`src/rtl/mult8_seq_sched_if.sv`:
```
// Operand, sub-multiplier and result bundle for the sequential 8x8 scheduler.
// The master modport is the scheduler side; slave is the surrounding environment.
interface mult8_seq_sched_if;
  logic        in_valid;
  logic        in_ready;
  logic [7:0]  in_a;
  logic [7:0]  in_b;
  logic        sub_valid;
  logic [3:0]  sub_a;
  logic [3:0]  sub_b;
  logic [7:0]  sub_r;
  logic        out_valid;
  logic        out_ready;
  logic [15:0] out_r;

  modport master (
    input  in_valid, in_a, in_b, sub_r, out_ready,
    output in_ready, sub_valid, sub_a, sub_b, out_valid, out_r
  );

  modport slave (
    output in_valid, in_a, in_b, sub_r, out_ready,
    input  in_ready, sub_valid, sub_a, sub_b, out_valid, out_r
  );
endinterface

```
`src/rtl/mult8_seq_sched.sv`:
```
// 8x8 multiply by issuing nibble partial products to one shared 4x4 core, one per cycle.
// Latency popcount(mask)+1 edges; result held in DONE until out_ready, in_ready low in MUL.
module mult8_seq_sched #(
  parameter bit SKIP_ZERO = 1'b1
) (
  input  logic                clk,
  input  logic                rst,
  mult8_seq_sched_if.master   bus
);

  typedef enum logic [1:0] {
    IDLE = 2'd0,
    MUL  = 2'd1,
    DONE = 2'd2
  } state_t;

  state_t      state_q, state_d;
  logic [7:0]  a_q, a_d;
  logic [7:0]  b_q, b_d;
  logic [15:0] acc_q, acc_d;
  logic [3:0]  m_q, m_d;
  logic [1:0]  k_q, k_d;
  logic        out_valid_q, out_valid_d;

  logic        in_ready;
  logic        accept;
  logic        is_mul;
  logic [3:0]  mask_new;
  logic [3:0]  step_bit;
  logic [3:0]  shamt;
  logic [3:0]  nib_a;
  logic [3:0]  nib_b;
  logic [15:0] pp_shifted;

  function automatic logic [1:0] lowest_bit(input logic [3:0] m);
    if (m[0])      return 2'd0;
    else if (m[1]) return 2'd1;
    else if (m[2]) return 2'd2;
    else           return 2'd3;
  endfunction

  assign in_ready = (state_q == IDLE) | ((state_q == DONE) & bus.out_ready);
  assign accept   = bus.in_valid & in_ready;
  assign is_mul   = (state_q == MUL);

  // Step k pairs A nibble k[1] with B nibble k[0]; a step with a zero nibble contributes nothing.
  always_comb begin
    mask_new = 4'hF;
    if (SKIP_ZERO) begin
      mask_new[0] = (|bus.in_a[3:0]) & (|bus.in_b[3:0]);
      mask_new[1] = (|bus.in_a[3:0]) & (|bus.in_b[7:4]);
      mask_new[2] = (|bus.in_a[7:4]) & (|bus.in_b[3:0]);
      mask_new[3] = (|bus.in_a[7:4]) & (|bus.in_b[7:4]);
    end
  end

  assign nib_a      = k_q[1] ? a_q[7:4] : a_q[3:0];
  assign nib_b      = k_q[0] ? b_q[7:4] : b_q[3:0];
  assign step_bit   = 4'b0001 << k_q;
  assign shamt      = (k_q == 2'd0) ? 4'd0 : ((k_q == 2'd3) ? 4'd8 : 4'd4);
  assign pp_shifted = {8'd0, bus.sub_r} << shamt;

  always_comb begin
    state_d     = state_q;
    a_d         = a_q;
    b_d         = b_q;
    acc_d       = acc_q;
    m_d         = m_q;
    k_d         = k_q;
    out_valid_d = out_valid_q;

    case (state_q)
      MUL: begin
        // Sum wraps modulo 2^16 so an approximate core can overshoot silently.
        acc_d = acc_q + pp_shifted;
        m_d   = m_q & ~step_bit;
        k_d   = lowest_bit(m_d);
        if (m_d == 4'd0) begin
          state_d     = DONE;
          out_valid_d = 1'b1;
        end
      end
      DONE: begin
        if (bus.out_ready) begin
          state_d     = IDLE;
          out_valid_d = 1'b0;
        end
      end
      default: ;
    endcase

    if (accept) begin
      a_d   = bus.in_a;
      b_d   = bus.in_b;
      acc_d = 16'd0;
      m_d   = mask_new;
      k_d   = lowest_bit(mask_new);
      if (mask_new == 4'd0) begin
        state_d     = DONE;
        out_valid_d = 1'b1;
      end else begin
        state_d     = MUL;
        out_valid_d = 1'b0;
      end
    end
  end

  always_ff @(posedge clk) begin
    if (rst) begin
      state_q     <= IDLE;
      a_q         <= 8'd0;
      b_q         <= 8'd0;
      acc_q       <= 16'd0;
      m_q         <= 4'd0;
      k_q         <= 2'd0;
      out_valid_q <= 1'b0;
    end else begin
      state_q     <= state_d;
      a_q         <= a_d;
      b_q         <= b_d;
      acc_q       <= acc_d;
      m_q         <= m_d;
      k_q         <= k_d;
      out_valid_q <= out_valid_d;
    end
  end

  assign bus.in_ready  = in_ready;
  assign bus.sub_valid = is_mul;
  assign bus.sub_a     = is_mul ? nib_a : 4'd0;
  assign bus.sub_b     = is_mul ? nib_b : 4'd0;
  assign bus.out_valid = out_valid_q;
  assign bus.out_r     = acc_q;

endmodule

```
`src/flat_wrapper.sv`:
```
// flat-port wrapper written by rule: the top's interface ports become plain ports
module mult8_seq_sched_flat 
#(
  parameter bit SKIP_ZERO = 1'b1
)
  (clk, rst, bus_in_valid, bus_in_a, bus_in_b, bus_sub_r, bus_out_ready, bus_in_ready, bus_sub_valid, bus_sub_a, bus_sub_b, bus_out_valid, bus_out_r);
  mult8_seq_sched_if bus_i ();
  input  logic clk;
  input  logic rst;
  input wire logic [$bits(bus_i.in_valid)-1:0] bus_in_valid;
  input wire logic [$bits(bus_i.in_a)-1:0] bus_in_a;
  input wire logic [$bits(bus_i.in_b)-1:0] bus_in_b;
  input wire logic [$bits(bus_i.sub_r)-1:0] bus_sub_r;
  input wire logic [$bits(bus_i.out_ready)-1:0] bus_out_ready;
  output wire logic [$bits(bus_i.in_ready)-1:0] bus_in_ready;
  output wire logic [$bits(bus_i.sub_valid)-1:0] bus_sub_valid;
  output wire logic [$bits(bus_i.sub_a)-1:0] bus_sub_a;
  output wire logic [$bits(bus_i.sub_b)-1:0] bus_sub_b;
  output wire logic [$bits(bus_i.out_valid)-1:0] bus_out_valid;
  output wire logic [$bits(bus_i.out_r)-1:0] bus_out_r;
  assign bus_i.in_valid = bus_in_valid;
  assign bus_i.in_a = bus_in_a;
  assign bus_i.in_b = bus_in_b;
  assign bus_i.sub_r = bus_sub_r;
  assign bus_i.out_ready = bus_out_ready;
  assign bus_in_ready = bus_i.in_ready;
  assign bus_sub_valid = bus_i.sub_valid;
  assign bus_sub_a = bus_i.sub_a;
  assign bus_sub_b = bus_i.sub_b;
  assign bus_out_valid = bus_i.out_valid;
  assign bus_out_r = bus_i.out_r;
  mult8_seq_sched #(.SKIP_ZERO(SKIP_ZERO)) u_core (.clk(clk), .rst(rst), .bus(bus_i));
endmodule
```
`config.mk`:
```
export PLATFORM = sky130hd
export DESIGN_NAME = mult8_seq_sched_flat
export DESIGN_NICKNAME = d
export VERILOG_FILES = /design/src/rtl/mult8_seq_sched_if.sv /design/src/rtl/mult8_seq_sched.sv /design/src/flat_wrapper.sv
export SDC_FILE = /design/constraint.sdc
export NUM_CORES = 1
export LEC_CHECK = 0
export CAP_MARGIN = 15
export CORE_MARGIN = 2
export CORE_UTILIZATION = 33
export CTS_BUF_LIST = sky130_fd_sc_hd__clkbuf_2 sky130_fd_sc_hd__clkbuf_4 sky130_fd_sc_hd__clkbuf_8
export DETAILED_ROUTE_END_ITERATION = 7
export DONT_BUFFER_PORTS = 1
export HOLD_SLACK_MARGIN = 0.06
export PLACE_DENSITY_LB_ADDON = 0.2
export SLEW_MARGIN = 20
export SYNTH_ARGS = -nofsm -noshare
export SYNTH_HDL_FRONTEND = slang
export SYNTH_SLANG_ARGS = --single-unit
```
`constraint.sdc`:
```
create_clock -name clk -period 4 [get_ports clk]
set_input_delay 0.4 -clock clk [delete_from_list [all_inputs] [get_ports clk]]
set_output_delay 0.4 -clock clk [all_outputs]
set_load 0.1 [all_outputs]
```
Word level (Yosys, flattened, before mapping)
Index checks and enable logic that the tools add are counted.
{"block": "word_totals", "reg_bits": 41, "in_bits": 28, "out_inout_bits": 27, "wordCells": 62}
{"block": "classes", "add_sub_neg": 1, "n_eq_ne": 5, "shift": 2, "muxes": 26, "bitwise": 9, "n_reduce_logical": 12}
{"op": "two-way mux 4 bit", "n": 8}
{"op": "two-way mux 2 bit", "n": 10}
{"op": "adder 16 bit", "n": 1}
{"op": "OR reduction 4 bit", "n": 4}
{"op": "left shift 8 x 4 -> 16 bit", "n": 1}
{"op": "logical NOT 4 bit", "n": 2}
{"op": "bitwise AND 1 bit", "n": 6}
{"op": "two-way mux 1 bit", "n": 6}
{"op": "!= test 3 x 2 -> 1 bit (second input constant)", "n": 2}
{"op": "bitwise AND 4 bit", "n": 1}
{"op": "== test 2 bit (second input constant)", "n": 2}
{"op": "logical NOT 2 bit", "n": 2}
{"op": "inverter 4 bit", "n": 1}
{"op": "one-hot mux 2 bit (2 select lines)", "n": 1}
{"op": "left shift 1 x 2 -> 4 bit (first input constant)", "n": 1}
{"op": "AND reduction 3 bit", "n": 1}
{"op": "nonzero test 3 bit", "n": 1}
{"op": "== test 2 x 1 -> 1 bit (second input constant)", "n": 1}
{"op": "one-hot mux 1 bit (2 select lines)", "n": 1}
{"op": "nonzero test 2 bit", "n": 1}
{"op": "OR reduction 2 bit", "n": 1}
{"op": "OR 1 bit", "n": 1}

Depth between registers and ports, before layout
{"block": "depth", "ltp_word": 8, "mapped_depth": 14, "mapped_depth_nobuf": 12}

Worst setup path before layout
No wires, ideal clock.
{"block": "synth_path", "path_type": "register -> output", "start": "reg u_core.bus.out_valid (netlist name)", "end": "out bus_sub_a[0]", "t_arrival_ns": 2.810, "required_ns": 3.600, "slack_ns": 0.790, "path_stages_with_launch": 6, "path_buffers": 3, "path_cell_list": "dfxtp_1 nand2b_1 clkbuf_2 clkbuf_1 clkbuf_1 nor2_1"}
{"element": "to (decl)", "line_no": "flat_wrapper.sv:17", "text": "output wire logic [$bits(bus_i.sub_a)-1:0] bus_sub_a;"}

Worst setup path after layout
{"block": "layout_path", "start": "reg u_core.k_q[1]", "end": "reg u_core.acc_q[14], in the netlist u_core.bus.out_r[14]"}
{"block": "layout_between", "elab_chain_cells": 5, "word_cells_on_any_way": 6}
{"element": "from (decl)", "line_no": "mult8_seq_sched.sv:22", "text": "logic [1:0] k_q, k_d;"}
{"element": "from (signal assigned)", "line_no": "mult8_seq_sched.sv:123", "text": "k_q <= k_d;"}
{"element": "== test 2 bit", "line_no": "mult8_seq_sched.sv:60", "text": "assign shamt = (k_q == 2'd0) ? 4'd0 : ((k_q == 2'd3) ? 4'd8 : 4'd4);"}
{"element": "two-way mux 4 bit", "line_no": "mult8_seq_sched.sv:60"}
{"element": "two-way mux 4 bit *", "line_no": "mult8_seq_sched.sv:60"}
{"element": "left shift 8 x 4 -> 16 bit *", "line_no": "mult8_seq_sched.sv:61", "text": "assign pp_shifted = {8'd0, bus.sub_r} << shamt;"}
{"element": "adder 16 bit *", "line_no": "mult8_seq_sched.sv:75", "text": "acc_d = acc_q + pp_shifted;"}
{"element": "to (signal assigned)", "line_no": "mult8_seq_sched.sv:113", "text": "acc_q <= 16'd0;"}
{"element": "to (signal assigned)", "line_no": "mult8_seq_sched.sv:121", "text": "acc_q <= acc_d;"}
{"element": "to (decl)", "line_no": "mult8_seq_sched.sv:20", "text": "logic [15:0] acc_q, acc_d;"}
Mark *: on every way between the ends. The rest lies on a longest branch, timed or not.
A chain may end at the register's enable or synchronous reset.

==> results.txt <==
----------------------------------------------------
[Run status]
  Outcome ... finished clean

[Place]
  Area after DPL ... 2900 sq um
  Global placement routability congestion ... 0.866
  Post-DP HPWL ... 5.18 mm
  IO Port Bufs ... 0

[STA]
  Setup repair after global routing missed its margin ... false
  Final setup violation count ... 0
  Worst Skew ... 5.37 ps
  Top achievable clock speed ... 294 MHz
  Post-route setup TNS ... 0 ps
  Relative max-transition margin ... 30.6%
  Share of the clock period used by the worst path ... 84.9%
  Final critical path time including I/O delays and setup ... 3400 ps
  Final count of pins violating max slew ... 0
  Hold Violations, Final ... 0
  Actual slew at the worst max-slew pin ... 1040 ps

[Power]
  Flop pwr share ... 37.5%
  Pleak ... 1.24 nW
  Power share of the clock group ... 29.4%
  Total power per unit cell area ... 395 nW/um^2
  Internal power of the cells ... 734 uW
  Power spent charging and discharging nets ... 460 uW
  Logic gate share of total power ... 33.2%
  Switching Share ... 38.5%
  Maximum vdd drop ... 0.164 mV

[CTS]
  Number of buffers added for setup after CTS ... 0
  Maximum number of buffers from clock root to sink ... 2
  Later-pin clock latency in the skew report ... 300 ps
  Clock tree from TritonCTS ... built
  Root Buffer Master ... clkbuf_8
  Number of buffers added to fix hold violations after cts ... 0
  Number of buffers created by CTS ... 5
  Number of instances resized during post-cts repair ... 0
  Clock-pin slew of the registers on the worst-case setup and hold paths ... 90 ps
  CTS H-Tree Depth ... 2
  Number of sinks driven by the clock tree ... 40

[Synthesis]
  Post-Synthesis Mean Instance Area ... 7.60 sq um
  Synthesized Nets ... 398
  Post-synthesis sequential area ratio ... 30.1%
  Mapped Cells ... 350
  Area of the mapped netlist ... 2660 sq um
  Number of warnings reported in the yosys synthesis log ... 0
  Top_reg_cell synth ... dfxtp_1
  Post-synth top area share ... 30.1%
  Asr flop ratio synth ... 0%
  Most frequent cells after synthesis ... nand2_1 (67), a21oi_1 (40), dfxtp_1 (40)
  Cell with the most instances after synthesis ... nand2_1
  Unique masters post-synth ... 53
  Post-synth top area cell ... dfxtp_1
  Cell types occupying the most area after synthesis ... dfxtp_1 (30%), nand2_1 (9.5%), ha_1 (8.9%)
  Number of enable flip-flop cells after synthesis ... 0
  Flip-flop and latch count after synthesis ... 40

[Worst hold path]
  Worst hold path cell count ... 1
  End point of the most critical hold path ... u_core.a_q[7]$_SDFFE_PP0P_
  Worst hold path startpoint ... rst
  Class of the tightest hold or removal check ... in2reg

[GRT]
  Overflow left after global routing ... 0
  Largest net degree at the start of global routing ... 38
  Overall track demand over capacity in global routing ... 16.2%
  Number of global-route vias before repair ... 2331
  Global-route wire length before repair ... 11.4 mm
  Number of antenna violations at the first check in global routing ... 0

[Detailed routing]
  Routed Antenna Nets ... 0
  DRC ... 0
  Total vias in the final route ... 2424
  First-pass iteration count of the detailed router ... 4
  Via-per-instance ratio ... 5.22
  Number of DRC markers in iteration 0 ... 68
  Routed wire length ... 7.04 mm
  Routed len/inst ... 15.2 um

[Floorplanning]
  Area of the die ... 8790 sq um
  Core area ... 7770 sq um
  Starting utilization of the core area ... 34.2%
  Height of the die ... 93.8 um
  Top Ports ... 55
  Die boundary width ... 93.8 um
  Site Rows ... 32

[Worst setup path]
  Cell with the largest stage delay on the worst path ... dfxtp_1
  Worst Setup End Kind ... register
  Category of the critical setup timing path ... reg2reg
  End of the worst register-to-register path ... u_core.bus.out_r[14]$_SDFFE_PP0P_
  Worst path arrival time ... 3580 ps
  CP most frequent cell ... ha_1
  Cell-by-cell listing of the critical path ... inv_1 > ha_1 > nor2_1 > and2_1 > ha_1 > fa_1 > a21oi_1 > o21ai_1 > a21oi_2 > nor4_1 > o21a_1 > or3b_1
  Worst Setup Start Kind ... register
  Worst R2R Path Depth ... 12
  Maximum fanout count along the critical path ... 8
  Required time at the worst-slack endpoint ... 4190 ps
  Slowest cell delay on critical path ... 560 ps
  Reg2Reg Setup Slack ... 600 ps
  Startpoint of the worst register-to-register path ... u_core.k_q[1]$_SDFFE_PP0P_

[Final layout]
  Layout overhead on the synthesized area ... 13.6%
  Final design area excluding fillers ... 3020 sq um
  Final layout net count ... 409
  Fraction of layout cells with a size suffix above 1 ... 13.8%
  Antenna diode instance count ... 0

[Flow run]
  Maxcap violations ... 0

----------------------------------------------------
layer usage:
metal  GRT usage (%)  vias up  share of wire (%)
met3            4.65        4                7.0
met4            3.50        0               0.51
met2            27.0       70                 46
met1            20.7     1100                 46
li1                -     1250                  -
met5               0        -                  0
through the flow:
| step | cells | utilization [%] | worst slack, ps | hold WS, ps | power [mW] |
|---|---|---|---|---|---|
| finish | 464 | 38.9 | 604 | 159 | 1.19 |
| global route | 464 | 38.9 | 396 | 136 | 1.26 |
| CTS | 464 | 38.9 | 598 | 147 | 1.21 |
| detailed placement | 456 | 37.4 | 624 | 439 | 0.853 |
| global placement | 456 | 37.4 | 713 | 438 | 0.852 |
| floorplan | 350 | - | 790 | 436 | 0.785 |
worst max-delay path: cells and delay by family (launching register included):
family	cells	cell delay, ps
adders and majority gates	3	1090
and+or+nand+nor	4	770
buffers and inverters	1	120
AOI/OAI and AO/OA	4	730
DFF	1	560
power groups by stage:
| stage | Clock (mW) | Combinational (mW) | Sequential (mW) |
|---|---|---|---|
| after floorplan | 0 | 0.277 | 0.509 |
| after CTS | 0.363 | 0.398 | 0.447 |
| final | 0.351 | 0.396 | 0.447 |
| after global routing | 0.380 | 0.434 | 0.451 |
| after detailed placement | 0 | 0.397 | 0.456 |
| after global placement | 0 | 0.396 | 0.456 |
state kept, by name, summed over array words and instances (netlist names):
register / flops
u_core.state_q: 1
u_core.a_q: 8
u_core.k_q: 2
u_core.bus.out_r: 16
u_core.m_q: 4
u_core.b_q: 8
u_core.bus.out_valid: 1
final cells by class:
class / instances / area (sq um)
flip-flops and latches: 40 / 801
clock inverters: 3 / 46.3
clock buffers: 5 / 68.8
inverters: 7 / 26.3
fillers: 846 / 4750
repair buffers: 26 / 195
well taps: 102 / 128
multi-input cells: 281 / 1750
cells by family (layout without fill, tap and decap cells):
logic type,Yosys count,after routing,synth area share [%]
and+or+nand+nor,156,156,28.0
AOI/OAI and AO/OA,84,84,19.8
DFF,40,40,30.1
buffers and inverters,29,41,4.80
adders and majority gates,20,20,9.69
muxes,14,14,5.27
xor gates and xnor gates,7,7,2.31
how the worst max path moves through the flow:
stage / from / to / slack, ps / depth (start not counted)
finish: u_core.k_q[1]$_SDFFE_PP0P_ / u_core.bus.out_r[14]$_SDFFE_PP0P_ / 600 / 12
global route: u_core.k_q[0]$_SDFFE_PP0P_ / u_core.bus.out_r[14]$_SDFFE_PP0P_ / 400 / 12
CTS: u_core.k_q[1]$_SDFFE_PP0P_ / u_core.bus.out_r[14]$_SDFFE_PP0P_ / 600 / 12
detailed placement: u_core.k_q[1]$_SDFFE_PP0P_ / u_core.bus.out_r[14]$_SDFFE_PP0P_ / 620 / 12
global placement: u_core.k_q[1]$_SDFFE_PP0P_ / u_core.bus.out_r[14]$_SDFFE_PP0P_ / 710 / 12
floorplan: u_core.bus.out_valid$_SDFFE_PP0P_ / bus_sub_a[0] / 790 / 5
placed cells by master, fill, tap and decap left out, types with 5 or more instances in the layout:
cell type / n
buf_4: 26
nand3_1: 14
a21oi_1: 39
nand2b_1: 6
and2_1: 5
o21ai_1: 6
nor2_2: 8
inv_1: 6
xnor2_1: 6
clkbuf_8: 5
nand2_1: 67
nor3_1: 5
nor2_1: 22
mux2i_1: 14
ha_1: 19
nor4_1: 7
dfxtp_1: 40
(Power assumes the default switching activity.)
